$ cat src/rtl/tecla_debounce.sv
// Pushbutton conditioner: two-flop synchroniser, confirmation-timer debounce on
// both edges, one-cycle press/release pulses and optional auto-repeat.
module tecla_debounce #(
    parameter int DEBOUNCE_CYCLES = 1000000,
    parameter int REPEAT_DELAY    = 25000000,
    parameter int REPEAT_PERIOD   = 5000000,
    parameter bit REPEAT_EN       = 1'b1
) (
    input  logic clk,
    input  logic rst,
    input  logic key_n,
    output logic press_pulse,
    output logic release_pulse,
    output logic pressed
);

    localparam int REP_MAX = (REPEAT_DELAY > REPEAT_PERIOD) ? REPEAT_DELAY : REPEAT_PERIOD;
    localparam int DW      = $clog2(DEBOUNCE_CYCLES) + 1;
    localparam int RW      = $clog2(REP_MAX) + 1;

    localparam logic [DW-1:0] DB_LAST  = DW'(DEBOUNCE_CYCLES - 1);
    localparam logic [RW-1:0] DLY_LAST = RW'(REPEAT_DELAY - 1);
    localparam logic [RW-1:0] PER_LAST = RW'(REPEAT_PERIOD - 1);

    typedef enum logic [2:0] {
        IDLE,
        PRESS_WAIT,
        HELD,
        REPEAT,
        RELEASE_WAIT
    } state_t;

    state_t        state, state_nx;
    logic [DW-1:0] db_cnt, db_cnt_nx;
    logic [RW-1:0] rep_cnt, rep_cnt_nx;
    logic          press_nx, release_nx, pressed_nx;
    logic          sync1, sync2;
    logic          key_s;

    assign key_s = ~sync2;

    // Synchroniser flops reset to the released level so key_s starts at 0.
    always_ff @(posedge clk) begin
        if (!rst) begin
            sync1         <= 1'b1;
            sync2         <= 1'b1;
            state         <= IDLE;
            db_cnt        <= '0;
            rep_cnt       <= '0;
            press_pulse   <= 1'b0;
            release_pulse <= 1'b0;
            pressed       <= 1'b0;
        end else begin
            sync1         <= key_n;
            sync2         <= sync1;
            state         <= state_nx;
            db_cnt        <= db_cnt_nx;
            rep_cnt       <= rep_cnt_nx;
            press_pulse   <= press_nx;
            release_pulse <= release_nx;
            pressed       <= pressed_nx;
        end
    end

    always_comb begin
        state_nx   = state;
        db_cnt_nx  = db_cnt;
        rep_cnt_nx = rep_cnt;
        press_nx   = 1'b0;
        release_nx = 1'b0;
        pressed_nx = pressed;
        case (state)
            IDLE: begin
                if (key_s) begin
                    state_nx  = PRESS_WAIT;
                    db_cnt_nx = '0;
                end
            end
            PRESS_WAIT: begin
                if (!key_s) begin
                    state_nx  = IDLE;
                    db_cnt_nx = '0;
                end else if (db_cnt == DB_LAST) begin
                    state_nx   = HELD;
                    press_nx   = 1'b1;
                    pressed_nx = 1'b1;
                    rep_cnt_nx = '0;
                    db_cnt_nx  = '0;
                end else begin
                    db_cnt_nx = db_cnt + DW'(1);
                end
            end
            HELD, REPEAT: begin
                // Repeat counter only runs when repeats exist, so it can never wrap.
                if (!key_s) begin
                    state_nx  = RELEASE_WAIT;
                    db_cnt_nx = '0;
                end else if (REPEAT_EN) begin
                    if (rep_cnt == ((state == HELD) ? DLY_LAST : PER_LAST)) begin
                        state_nx   = REPEAT;
                        press_nx   = 1'b1;
                        rep_cnt_nx = '0;
                    end else begin
                        rep_cnt_nx = rep_cnt + RW'(1);
                    end
                end
            end
            RELEASE_WAIT: begin
                // A bounce back to pressed restarts the full repeat delay.
                if (key_s) begin
                    state_nx   = HELD;
                    rep_cnt_nx = '0;
                    db_cnt_nx  = '0;
                end else if (db_cnt == DB_LAST) begin
                    state_nx   = IDLE;
                    release_nx = 1'b1;
                    pressed_nx = 1'b0;
                    db_cnt_nx  = '0;
                end else begin
                    db_cnt_nx = db_cnt + DW'(1);
                end
            end
            default: begin
                state_nx   = IDLE;
                db_cnt_nx  = '0;
                rep_cnt_nx = '0;
                pressed_nx = 1'b0;
            end
        endcase
    end

endmodule

$ cat config.mk
export PLATFORM = sky130hd
export DESIGN_NAME = tecla_debounce
export DESIGN_NICKNAME = d
export VERILOG_FILES = /design/src/rtl/tecla_debounce.sv
export SDC_FILE = /design/constraint.sdc
export NUM_CORES = 1
export LEC_CHECK = 0
export BUFFER_PORTS_ARGS = -buffer_cell sky130_fd_sc_hd__buf_2
export CORE_ASPECT_RATIO = 1.4
export CORE_MARGIN = 2
export CORE_UTILIZATION = 45
export CTS_BUF_LIST = sky130_fd_sc_hd__clkbuf_8 sky130_fd_sc_hd__clkbuf_16
export CTS_CLUSTER_DIAMETER = 60
export DETAILED_ROUTE_END_ITERATION = 16
export MAX_ROUTING_LAYER = met4
export SLEW_MARGIN = 10
export SYNTH_ARGS = -nofsm -noshare
export SYNTH_HDL_FRONTEND = slang
export SYNTH_SLANG_ARGS = --single-unit
$ cat constraint.sdc
create_clock -name clk -period 6.2 [get_ports clk]
set_input_delay 1.24 -clock clk [delete_from_list [all_inputs] [get_ports clk]]
set_output_delay 1.24 -clock clk [all_outputs]
set_load 0.01 [all_outputs]
* Word-level counts from Yosys, hierarchy flattened
Index checks and enable logic that the tools add are counted.
Word-level totals: flip-flop bits (word level) 55, input port bits 3, output and inout port bits 3, word-level logic and storage cells 68
Cells by class: $add $sub $neg 2, equal/unequal tests 17, multiplexer cells 31, bitwise logic cells 2, reduce and logical (&&, ||, !) cells 8
Operators by type and width (number):
- 26-bit two-way mux | 5
- 21-bit two-way mux | 5
- 26-bit case mux with 4 select lines | 1
- 21-bit case mux with 4 select lines | 1
- 26-bit by 1-bit adder with 26-bit output (second input constant) | 1
- 26-bit by 25-bit == test with 1-bit output | 1
- 25-bit two-way mux | 1
- 21-bit by 1-bit adder with 21-bit output (second input constant) | 1
- 21-bit by 20-bit == test with 1-bit output (second input constant) | 1
- 3-bit two-way mux | 7
- 2-bit inequality test (second input constant) | 8
- 3-bit case mux with 4 select lines | 1
- 5-bit AND reduction | 2
- 3-bit inequality test (second input constant) | 3
- 1-bit two-way mux | 8
- 3-bit by 2-bit == test with 1-bit output (second input constant) | 2
- 4-bit AND reduction | 1
- 3-bit by 1-bit == test with 1-bit output (second input constant) | 1
- 3-bit == test (second input constant) | 1
- 3-bit zero test | 1
- 1-bit case mux with 3 select lines | 1
- 3-bit AND reduction | 1
- 3-bit OR reduction | 1
- 1-bit NOT | 2
- other kinds (3) | 3

* Logic depth before layout (Yosys ltp)
word-level depth 6, depth in mapped cells 9, mapped depth without buffers 6

* Worst setup path before layout
No wires, ideal clock.
kind input-to-reg, start point in rst, end point reg rep_cnt[10], setup time 146 ps, data arrival time 2167 ps, data required time 6054 ps, path slack 3887 ps, cell stages on the path 4, buffers on the path 2, cells stage by stage inv_1 clkbuf_1 clkbuf_1 a211oi_2
RTL lines:
- start: declaration | line 10 | input logic rst,
- end signal: assignment | line 58 | rep_cnt <= rep_cnt_nx;
- end: declaration | line 35 | logic [RW-1:0] rep_cnt, rep_cnt_nx;
No word-level cell between the ends.

* Worst setup path after layout
start point reg state[1], end point reg rep_cnt[13]
On the way: longest elaborated chain between the ends 6, elaborated cells between the ends (all ways) 17, classes of those cells 9 x eq/ne; 4 x mux; 1 x bitwise; 3 x reduce/logical
Ends and longest elaborated chain:
- start: declaration | line 33 | state_t state, state_nx;
- start signal: assignment | line 56 | state <= state_nx;
- 3-bit by 2-bit == test with 1-bit output | line 72, 99
- 25-bit two-way mux | line 99 | if (rep_cnt == ((state == HELD) ? DLY_LAST : PER_LAST)) begin
- 26-bit by 25-bit == test with 1-bit output | line 99
- 26-bit two-way mux | line 99
- 26-bit two-way mux | line 95 | if (!key_s) begin
- 26-bit case mux with 4 select lines | line 72 | case (state)
Several ways; a longest one is shown, not always the timed one. The select of a mux whose other input is x is not followed. A chain may end at the register's enable or synchronous reset.

==> results.yml <==
status:
  outcome: "finished clean"
timing:
  worst_slew_pin_slew_ps: 995
  period_share_pct: 47.6
  tns_ps: 0
  grt_setup_unrepaired: "no"
  hold_viol_final: 0
  slew_headroom_pct: 33.7
  finClkSkew_ps: 9.92
  fin_ws_ps: 3250
  finalSetupViolCount: 0
  layout_min_cycle_time_ps: 2950
  max_freq_mhz: 339
  slew_violations: 0
grt:
  antenna_found_initial: 0
  grtUsageTotal_pct: 20.4
  grt_max_degree: 46
  grt_overflow: 0
  grt_pass1_vias: 2506
  grt_pass1_wl_um: 11800
detailed_routing:
  first_pass_iters: 4
  vias: 2612
  drc: 0
  drt_wl_total_um: 6740
  avgRoutedWirePerCell_um: 16.1
  drtIter0Drc: 173
  antenna_left: 0
  vias_per_cell: 6.23
pwr:
  vdd_drop_max_mv: 0.0884
  p_per_area_nw_per_um2: 185
  finalPower_uw: 582
  leakagePower_nw: 0.870
flow_run:
  maxCapViolations: 0
setup_path:
  startpoint_type: "flip-flop"
  critPathCaptureType: "flip-flop"
  cp_max_fo: 23
  r2r-start: "state[1]$_SDFFE_PN0P_"
  crit_arrival_ps: 3130
  startpoint: "state[1]$_SDFFE_PN0P_"
  cp_slowest_cell: "a21oi_4"
  cpPeakStageDelay_ps: 780
  crit_chain: "nor2b_1 -> nand4_1 -> a2111o_1 -> a21oi_4 -> nor3_1"
  worst_r2r_path_depth: 5
  path_class: "flip-flop to flip-flop"
  required_ps: 6380
clocking:
  clkTransAtPathRegs_ps: 100
  clock_tree.root_cell: "clkbuf_8"
  cts_inserted_buffers: 5
  hold_buffers: 0
  cts_tree: "done"
  cts_buffer_depth: 2
  htree_num_levels: 2
  cts_sinks: 55
  insertion_delay_ps: 320
  cts_post_setup_buffers_inserted: 0
  post_cts_resized: 0
synthesis:
  yosysSeqAreaShare_pct: 36.5
  syn_area_per_cell_um2: 8.60
  synth_flop_cell: "dfxtp_1"
  synth_area_um2: 3020
  ys_warn_count: 0
  synth_edf_count: 0
  synthCells: 351
  synth_nets: 356
  async_flop_share_pct: 0
  ys_ff_latch: 55
  yosysUniqueCellTypes: 52
layout:
  drive_gt1_share_pct: 13.6
  design_area_um2: 3140
  n_antenna_cell: 0
  finalNetCount: 349
  area_delta_synth_final_pct: 3.98
placed_design:
  numPortBuffers: 5
  preCtsSetupSlack_ps: 3250
  dp_hpwl_um: 4750
  gp_congestion: 0.831
  placed_area_um2: 3050
floorplanning:
  die_y_um: 101
  ioPinCount: 6
  die_x_um: 73.2
  dieArea_um2: 7390
  start_util_pct: 46.3
  fp-row-count: 35
  core-area_um2: 6530
worst_hold_path:
  min_from: "sync1$_SDFF_PN1_"
  holdPathStages: 1
  hp-class: "flip-flop to flip-flop"
[report_power, final]
part / internal, mW / total [mW] / switching [mW]
logic: 0.00467 / 0.0167 / 0.0120
registers: 0.355 / 0.356 / 0.00181
clock network: 0.0791 / 0.208 / 0.129
[Yosys cell counts, types with 2 or more instances]
| library cell | number | area (um2) |
|---|---|---|
| nor4_1 | 8 | 50.1 |
| buf_4 | 2 | 15.0 |
| a211oi_2 | 18 | 225 |
| nor2b_1 | 2 | 12.5 |
| a21oi_1 | 7 | 35.0 |
| xor2_1 | 6 | 52.6 |
| o41ai_1 | 2 | 17.5 |
| and3_1 | 7 | 43.8 |
| nand2_1 | 19 | 71.3 |
| nand4_1 | 21 | 131 |
| or3b_2 | 2 | 17.5 |
| nor3_1 | 7 | 35.0 |
| clkbuf_1 | 14 | 52.6 |
| a211oi_1 | 3 | 22.5 |
| xnor2_1 | 12 | 105 |
| or4_4 | 2 | 22.5 |
| or2_2 | 2 | 12.5 |
| ha_1 | 2 | 25.0 |
| and4_1 | 5 | 43.8 |
| a31o_2 | 2 | 17.5 |
| a31oi_1 | 5 | 31.3 |
| a41oi_1 | 3 | 26.3 |
| buf_2 | 3 | 15.0 |
| and2_1 | 2 | 12.5 |
| nor3b_1 | 2 | 15.0 |
| inv_1 | 11 | 41.3 |
| nand2b_1 | 5 | 31.3 |
| o31ai_1 | 4 | 30.0 |
| nor4bb_1 | 2 | 20.0 |
| dfxtp_1 | 55 | 1100 |
| or4_1 | 5 | 37.5 |
| buf_6 | 2 | 22.5 |
| o21ai_0 | 20 | 100 |
| nor2_1 | 30 | 113 |
| nand3_1 | 23 | 115 |
| or3_1 | 20 | 125 |
[registers in the layout (all words and copies together), names as in the netlist]
register	cells
sync1	1
press_pulse	1
release_pulse	1
sync2	1
rep_cnt	26
db_cnt	21
pressed	1
state	3
[path summary, 6_finish.rpt]
check	end	slack [ps]
setup / recovery	rep_cnt[13]$_SDFFE_PN0P_	3250
hold / removal	sync2$_SDFF_PN1_	420
hold reg to reg	sync2$_SDFF_PN1_	420
setup reg to reg	rep_cnt[13]$_SDFFE_PN0P_	3250
[worst max-delay path, delay by kind of cell, from the launching register on]
family	cells	cell delay (ps)
flip-flops	1	580
AND/OR/NAND/NOR	3	900
AO/OA/AOI/OAI	2	1320
[cell usage in the layout, fill, tap and decap left out, types with 3 or more instances in the layout]
| cell | n |
|---|---|
| o31ai_1 | 4 |
| nor4_1 | 8 |
| a41oi_1 | 3 |
| a211oi_1 | 3 |
| buf_2 | 5 |
| and3_1 | 7 |
| a31oi_1 | 5 |
| nand2_1 | 19 |
| nor3_1 | 7 |
| or3_1 | 20 |
| xor2_1 | 6 |
| nor2_1 | 30 |
| inv_1 | 11 |
| and4_1 | 5 |
| o21ai_0 | 20 |
| nand2b_1 | 5 |
| buf_4 | 3 |
| clkbuf_8 | 5 |
| nand3_1 | 23 |
| xnor2_1 | 12 |
| a21oi_1 | 7 |
| dfxtp_1 | 55 |
| or4_1 | 5 |
| nand4_1 | 21 |
| a211oi_2 | 18 |
[area by class of cell]
type | instances | area (um2)
clock buffer | 5 | 68.8
clock inverter | 3 | 20.0
fill | 661 | 3390
inverter | 11 | 41.3
multi-input combinational | 263 | 1770
sequential | 55 | 1100
tap | 74 | 92.6
timing repair buffer | 8 | 47.5
[logic make-up after synthesis]
family	share of synthesized area, %
xor+xnor	5.22
mux	0.705
simple gates	31.8
fa+ha+maj	0.829
buf+inv	4.97
compound gates	20.0
flops	36.5
[stage by stage]
stage | hold slack [ps] | cells | util [%]
2_1_floorplan | 386 | 351 | -
3_3_place_gp | 388 | 411 | 46.7
3_5_place_dp | 400 | 411 | 46.7
4_1_cts | 426 | 419 | 48.1
5_1_grt | 449 | 419 | 48.1
6_report | 423 | 419 | 48.1
[routing by layer]
layer  track usage [%]  part of all wire, %  vias to the layer above
li1                  -                    -                     1305
met4              7.26                  2.0                        0
met5                 -                    0                        -
met3              3.40                  1.9                       11
met2              35.3                   53                       22
met1              23.4                   44                     1274
Note: power is estimated with default switching activity, not from simulation.
